[config.mk]
export PLATFORM = sky130hd
export DESIGN_NAME = keypad_scanner_flat
export DESIGN_NICKNAME = d
export VERILOG_FILES = /design/src/rtl/keypad_scanner_if.sv /design/src/rtl/keypad_scanner.sv /design/src/flat_wrapper.sv
export SDC_FILE = /design/constraint.sdc
export NUM_CORES = 1
export LEC_CHECK = 0
export ABC_AREA = 1
export CAP_MARGIN = 30
export CORE_ASPECT_RATIO = 1.1
export CORE_MARGIN = 2
export CORE_UTILIZATION = 40
export CTS_BUF_LIST = sky130_fd_sc_hd__clkbuf_4 sky130_fd_sc_hd__clkbuf_8
export DETAILED_ROUTE_END_ITERATION = 6
export PLACE_DENSITY_LB_ADDON = 0.15
export SLEW_MARGIN = 20
export SYNTH_ARGS = -nofsm -noshare
export SYNTH_HDL_FRONTEND = slang
export SYNTH_SLANG_ARGS = --single-unit
[constraint.sdc]
create_clock -name clock -period 1.3 [get_ports clock]
set_input_delay 0.13 -clock clock [delete_from_list [all_inputs] [get_ports clock]]
set_output_delay 0.13 -clock clock [all_outputs]
set_load 0.005 [all_outputs]
[src/rtl/keypad_scanner_if.sv]
`default_nettype none
// ============================================================================
// Module      : keypad_scanner_if
// Description : Keypad matrix and key-event bundle. The master side drives
//               the row lines and delivers key events. The slave side is
//               the keypad matrix plus the data-input port that latches them.
// Revision    : 1.0 - initial release
// ============================================================================
interface keypad_scanner_if;
  logic [3:0] rows;          // row drive, active-low, exactly one bit low
  logic [3:0] cols;          // column sense, active-low, asynchronous
  logic [3:0] keyboard_bus;  // code of the last accepted key
  logic       key_pressed;   // one-cycle strobe for a new code

  modport master (
    output rows,
    output keyboard_bus,
    output key_pressed,
    input  cols
  );

  modport slave (
    input  rows,
    input  keyboard_bus,
    input  key_pressed,
    output cols
  );
endinterface
`default_nettype wire

[src/rtl/keypad_scanner.sv]
`default_nettype none
// ============================================================================
// Module      : keypad_scanner
// Description : Scans a 4x4 active-low keypad matrix one row at a time and
//               reduces each full scan to one (valid, code) result. Scan
//               results are debounced, and each physical press produces a
//               single key_pressed strobe with the key code on keyboard_bus.
// Revision    : 1.0 - initial release
// ============================================================================
module keypad_scanner #(
  parameter int SCAN_DIV       = 8,  // cycles each row is driven, 3..255
  parameter int DEBOUNCE_SCANS = 3   // matching scans to accept/release, 1..15
) (
  input  wire logic          clock,
  input  wire logic          reset,
  keypad_scanner_if.master   kbd
);

  localparam logic [7:0] C_DIV_LAST = 8'(SCAN_DIV - 1);
  localparam logic [3:0] C_DEB      = 4'(DEBOUNCE_SCANS);

  typedef enum logic [1:0] {
    ST_IDLE   = 2'd0,
    ST_CAND   = 2'd1,
    ST_ACCEPT = 2'd2,
    ST_HELD   = 2'd3
  } state_t;

  // Scan timing
  logic [7:0] div_q,   div_d;
  logic [1:0] row_q,   row_d;
  logic [3:0] rows_q,  rows_d;

  // Column synchronizer
  logic [3:0] sync1_q, sync1_d;
  logic [3:0] sync2_q, sync2_d;

  // Per-scan result accumulator
  logic       acc_valid_q, acc_valid_d;
  logic [3:0] acc_code_q,  acc_code_d;

  // Debounce state
  state_t     state_q, state_d;
  logic [3:0] cand_q,  cand_d;
  logic [3:0] cnt_q,   cnt_d;
  logic [3:0] rel_q,   rel_d;

  // Output registers
  logic [3:0] bus_q,    bus_d;
  logic       strobe_q, strobe_d;

  // Combinational scan decode
  logic       w_sample;
  logic       w_scan_end;
  logic [3:0] w_hit_cols;
  logic       w_hit;
  logic [1:0] w_col;
  logic [3:0] w_row_code;
  logic       w_scan_valid;
  logic [3:0] w_scan_code;

  // Decode the sample point and the lowest-numbered hit column in this row
  always_comb begin
    w_sample   = (div_q == C_DIV_LAST);
    w_scan_end = w_sample && (row_q == 2'd3);
    w_hit_cols = ~sync2_q;
    w_hit      = |w_hit_cols;
    w_col      = 2'd0;
    for (int i = 3; i >= 0; i--) begin
      if (w_hit_cols[i]) begin
        w_col = 2'(i);
      end
    end
    w_row_code = {row_q, w_col};
    // At scan end the accumulator holds rows 0..2; row 3 is folded in here
    // so the debouncer sees the complete scan in the same cycle.
    w_scan_valid = acc_valid_q || w_hit;
    w_scan_code  = acc_valid_q ? acc_code_q : w_row_code;
  end

  // Row divider, row walk, synchronizer and result accumulation
  always_comb begin
    div_d       = div_q;
    row_d       = row_q;
    rows_d      = rows_q;
    sync1_d     = kbd.cols;
    sync2_d     = sync1_q;
    acc_valid_d = acc_valid_q;
    acc_code_d  = acc_code_q;

    if (w_sample) begin
      div_d  = 8'd0;
      row_d  = row_q + 2'd1;
      rows_d = ~(4'b0001 << row_d);
      if (row_q == 2'd0) begin
        // First row of a scan overwrites whatever the previous scan left
        acc_valid_d = w_hit;
        acc_code_d  = w_row_code;
      end else if (!acc_valid_q && w_hit) begin
        acc_valid_d = 1'b1;
        acc_code_d  = w_row_code;
      end
    end else begin
      div_d = div_q + 8'd1;
    end
  end

  // Debounce FSM: decisions only at scan end, except the one-cycle ACCEPT
  always_comb begin
    state_d  = state_q;
    cand_d   = cand_q;
    cnt_d    = cnt_q;
    rel_d    = rel_q;
    bus_d    = bus_q;
    strobe_d = 1'b0;

    case (state_q)
      ST_IDLE: begin
        if (w_scan_end && w_scan_valid) begin
          cand_d = w_scan_code;
          if (C_DEB == 4'd1) begin
            state_d = ST_ACCEPT;
            cnt_d   = 4'd0;
          end else begin
            state_d = ST_CAND;
            cnt_d   = 4'd1;
          end
        end
      end

      ST_CAND: begin
        if (w_scan_end) begin
          if (!w_scan_valid) begin
            state_d = ST_IDLE;
            cnt_d   = 4'd0;
          end else if (w_scan_code == cand_q) begin
            if (cnt_q + 4'd1 == C_DEB) begin
              state_d = ST_ACCEPT;
              cnt_d   = 4'd0;
            end else begin
              cnt_d = cnt_q + 4'd1;
            end
          end else begin
            // A different key restarts the count on the new candidate
            cand_d = w_scan_code;
            cnt_d  = 4'd1;
          end
        end
      end

      ST_ACCEPT: begin
        bus_d    = cand_q;
        strobe_d = 1'b1;
        rel_d    = 4'd0;
        state_d  = ST_HELD;
      end

      ST_HELD: begin
        if (w_scan_end) begin
          if (w_scan_valid) begin
            // Any key, including a different one, keeps the press held
            rel_d = 4'd0;
          end else if (rel_q + 4'd1 == C_DEB) begin
            state_d = ST_IDLE;
            rel_d   = 4'd0;
          end else begin
            rel_d = rel_q + 4'd1;
          end
        end
      end

      default: begin
        state_d = ST_IDLE;
      end
    endcase
  end

  // State registers with synchronous reset
  always_ff @(posedge clock) begin
    if (reset) begin
      div_q       <= 8'd0;
      row_q       <= 2'd0;
      rows_q      <= 4'b1110;
      sync1_q     <= 4'b1111;
      sync2_q     <= 4'b1111;
      acc_valid_q <= 1'b0;
      acc_code_q  <= 4'h0;
      state_q     <= ST_IDLE;
      cand_q      <= 4'h0;
      cnt_q       <= 4'd0;
      rel_q       <= 4'd0;
      bus_q       <= 4'h0;
      strobe_q    <= 1'b0;
    end else begin
      div_q       <= div_d;
      row_q       <= row_d;
      rows_q      <= rows_d;
      sync1_q     <= sync1_d;
      sync2_q     <= sync2_d;
      acc_valid_q <= acc_valid_d;
      acc_code_q  <= acc_code_d;
      state_q     <= state_d;
      cand_q      <= cand_d;
      cnt_q       <= cnt_d;
      rel_q       <= rel_d;
      bus_q       <= bus_d;
      strobe_q    <= strobe_d;
    end
  end

  assign kbd.rows         = rows_q;
  assign kbd.keyboard_bus = bus_q;
  assign kbd.key_pressed  = strobe_q;

endmodule
`default_nettype wire

[src/flat_wrapper.sv]
// flat-port wrapper written by rule: the top's interface ports become plain ports
module keypad_scanner_flat 
#(
  parameter int SCAN_DIV       = 8,                                      
  parameter int DEBOUNCE_SCANS = 3                                             
)
  (clock, reset, kbd_rows, kbd_keyboard_bus, kbd_key_pressed, kbd_cols);
  keypad_scanner_if kbd_i ();
  input  wire logic clock;
  input  wire logic reset;
  output wire logic [$bits(kbd_i.rows)-1:0] kbd_rows;
  output wire logic [$bits(kbd_i.keyboard_bus)-1:0] kbd_keyboard_bus;
  output wire logic [$bits(kbd_i.key_pressed)-1:0] kbd_key_pressed;
  input wire logic [$bits(kbd_i.cols)-1:0] kbd_cols;
  assign kbd_rows = kbd_i.rows;
  assign kbd_keyboard_bus = kbd_i.keyboard_bus;
  assign kbd_key_pressed = kbd_i.key_pressed;
  assign kbd_i.cols = kbd_cols;
  keypad_scanner #(.SCAN_DIV(SCAN_DIV), .DEBOUNCE_SCANS(DEBOUNCE_SCANS)) u_core (.clock(clock), .reset(reset), .kbd(kbd_i));
endmodule
==> reports/results.txt <==
CTS tree -> built
Dpl cell area -> 0.00285 mm²
H-tree depth -> 2
Root Buffer -> clkbuf_8
Die span in x -> 75.1 µm
Routed WL -> 5270 µm
Worst path max stage delay -> 0.36 ns
Sink count of the clock tree -> 46
Vias/cell -> 4.64
Critical Path RT -> 1.50 ns
Initial Util -> 0.415
Crit. End Element -> flip-flop
Hold Buf Count CTS -> 0
Leak Pwr -> 1.44 nW
Final Hold Fails -> 0
Outcome -> finished, violations left
Die area -> 0.00617 mm²
Slowest stage cell, crit path -> dfxtp_2
Post-Syn Nets -> 320
Router iterations before antenna repair -> 4
Initial antenna violation count -> 0
EDFF count, synth -> 0
Final hold slack -> 0.378 ns
Tmin final -> 1.46 ns
Reg clk slew, reported paths -> 0.09 ns
Tot Pwr -> 2.95 mW
WL/cell -> 11.7 µm
Total gr overflow -> 0
Antenna Nets Post-Route -> 0
Worst R2R Setup Slack -> -0.16 ns
Mapped Area -> 0.00222 mm²
Yosys top cell area share -> 0.414
Final instance area -> 0.00330 mm²
PwrDens -> 893 mW/mm²
Core area -> 0.00536 mm²
GRT Total Usage -> 0.185
Nets@finish -> 392
Placer Congestion -> 0.784
Crit path DAT -> 1.66 ns
Share of cells above drive strength 1 -> 0.414
FF+latch count, synth -> 46
Number of unique standard cell types used by synthesis -> 32
Final cell count without fillers -> 452
Final period utilization -> 1.12
Syn_area_per_cell -> 7.31 µm²
Syn Inst Count -> 304
PortBufs -> 14
CP Class -> flip-flop to flip-flop
VDD IR-drop max -> 0.000674 V
Peak Freq -> 687 MHz
Fin. max-slew vios -> 0
First-pass GRT wire length -> 8760 µm
Worst slack, placed -> -0.240 ns
Clk_skew -> 0.00775 ns
Vias in the first global route -> 1959
Top cells by count, synth -> 66 x nand2_1, 46 x dfxtp_1, 38 x inv_1, 29 x nor2_1, 28 x a21oi_1
Drt initial violations -> 90
CP Launch Type -> flip-flop
Die height -> 82.2 µm
Max-cap viol count -> 0
Ys Warns -> 0
CP cell instances -> ha_4 > nand3_4 > nor2_4 > nand2_4 > nor2_4 > buf_12 > nand3_1 > nand2_1 > nor2_1
Final worst slack -> -0.156 ns
Critical Path Fanout Max -> 7
Ranking of synthesized cells by area -> dfxtp_1 41%, nand2_1 11%, inv_1 6.4%
Top Ports -> 15
Seq/Total Area, Yosys -> 0.414
Area Overhead vs Synth -> 48.5%
Largest net degree at the start of global routing -> 21
Failing checks -> negative setup slack
Max-slew headroom -> 0.824
Fraction of registers with async set/reset -> 0
Most frequent cell on the critical path -> nor2_4
Worst-margin pin slew -> 0.264 ns
CTS Buf Count -> 5
Final setup viols -> 26
Count leader, synth -> nand2_1
Inserted Diodes -> 0
DRC Markers -> 0
RSZ-0062 raised after global routing -> yes
Hold WC Path Type -> input port to flip-flop
Vias -> 2098
Clk_lat worst skew -> 0.30 ns
Post-DP HPWL -> 3710 µm
Synth area leader -> dfxtp_1
# rows -> 28
CTS max path bufs -> 2
Dpl cells -> 436
Top_reg_cell synth -> dfxtp_1
[logic make-up (layout without fill, tap and decap cells)]
group / Yosys count / count (layout) / share of synthesized area
and+or+nand+nor: 148 / 148 / 0.319
buffers and inverters: 48 / 121 / 0.0839
xor gates and xnor gates: 2 / 2 / 0.00788
AOI/OAI and AO/OA: 50 / 50 / 0.118
adders and majority gates: 10 / 10 / 0.0563
DFF: 46 / 46 / 0.414
[final cells by class]
class                      count  area, µm²
sequential                    46        950
tap                           75       93.8
multi-input combinational    210       1330
timing repair inverter         1       7.51
inverter                      43        173
fill                         498       2060
clock buffer                   5       68.8
timing repair buffer          69        608
clock inverter                 3       68.8
[where the power goes]
group / total [mW] / internal [mW] / switching [mW]
clock network: 1.28 / 0.770 / 0.514
registers: 1.44 / 1.43 / 0.0147
logic: 0.224 / 0.109 / 0.115
total: 2.95 / 2.31 / 0.644
[worst max-delay path, delay by kind of cell, from the launching register on]
| kind | cells | cell delay [ns] |
|---|---|---|
| buf+inv | 1 | 0.15 |
| flops | 1 | 0.36 |
| simple gates | 7 | 0.70 |
| fa+ha+maj | 1 | 0.15 |
[metrics by stage]
stage	setup TNS [ns]	util
floorplan	-0.279	-
finish	-2.21	0.616
detailed placement	-3.62	0.532
CTS	-2.36	0.583
global route	-5.01	0.616
global placement	-3.44	0.532
[cell usage in the layout (no fill, tap or decap), types with 5 or more instances in the layout]
master and instances:
nand2_1 51, buf_4 49, inv_1 30, dfxtp_1 29
nor2_1 25, a21oi_1 22, o21ai_0 14, nand3_1 14
dfxtp_2 14, nand2_2 13, inv_2 11, nand3_2 8
or2_2 8, a21oi_2 7, clkdlybuf4s50_1 7, ha_1 6
nand4_1 5, clkbuf_8 5
[final timing paths]
check / cells after the start / startpoint / to
min reg2reg: 1 / u_core.sync1_q[0]$_SDFF_PP1_ / u_core.sync2_q[0]$_SDFF_PP1_
min: 2 / kbd_cols[1] / u_core.sync1_q[1]$_SDFF_PP1_
max: 9 / u_core.div_q[0]$_SDFF_PP0_ / u_core.cand_q[0]$_SDFFE_PP0P_
max reg2reg: 9 / u_core.div_q[0]$_SDFF_PP0_ / u_core.cand_q[0]$_SDFFE_PP0P_
[per-layer routing]
| layer | track usage | routed length [µm] | vias to the layer above |
|---|---|---|---|
| li1 | - | - | 1119 |
| met4 | 0.0536 | 84 | 0 |
| met1 | 0.236 | 2380 | 944 |
| met3 | 0.0400 | 148 | 8 |
| met5 | 0 | 0 | - |
| met2 | 0.313 | 2660 | 27 |
[state kept, by name, indices dropped and copies added, names as in the netlist, named ones only]
register                 count
u_core.acc_code_q            4
u_core.acc_valid_q           1
u_core.cand_q                4
u_core.cnt_q                 4
u_core.div_q                 8
u_core.kbd.key_pressed       1
u_core.kbd.keyboard_bus      4
u_core.kbd.rows              4
u_core.rel_q                 4
u_core.row_q                 2
u_core.state_q               1
u_core.sync1_q               4
u_core.sync2_q               4
[repair_timing]
action,4_1_cts,5_1_grt
pin swaps,10,10
cloned,0,1
endpoints found under the setup margin,35,36
resized for setup,35,52
hold endpoints to repair,0,0
setup buffers,4,3
No activity file was read; power rests on OpenSTA's default activity.
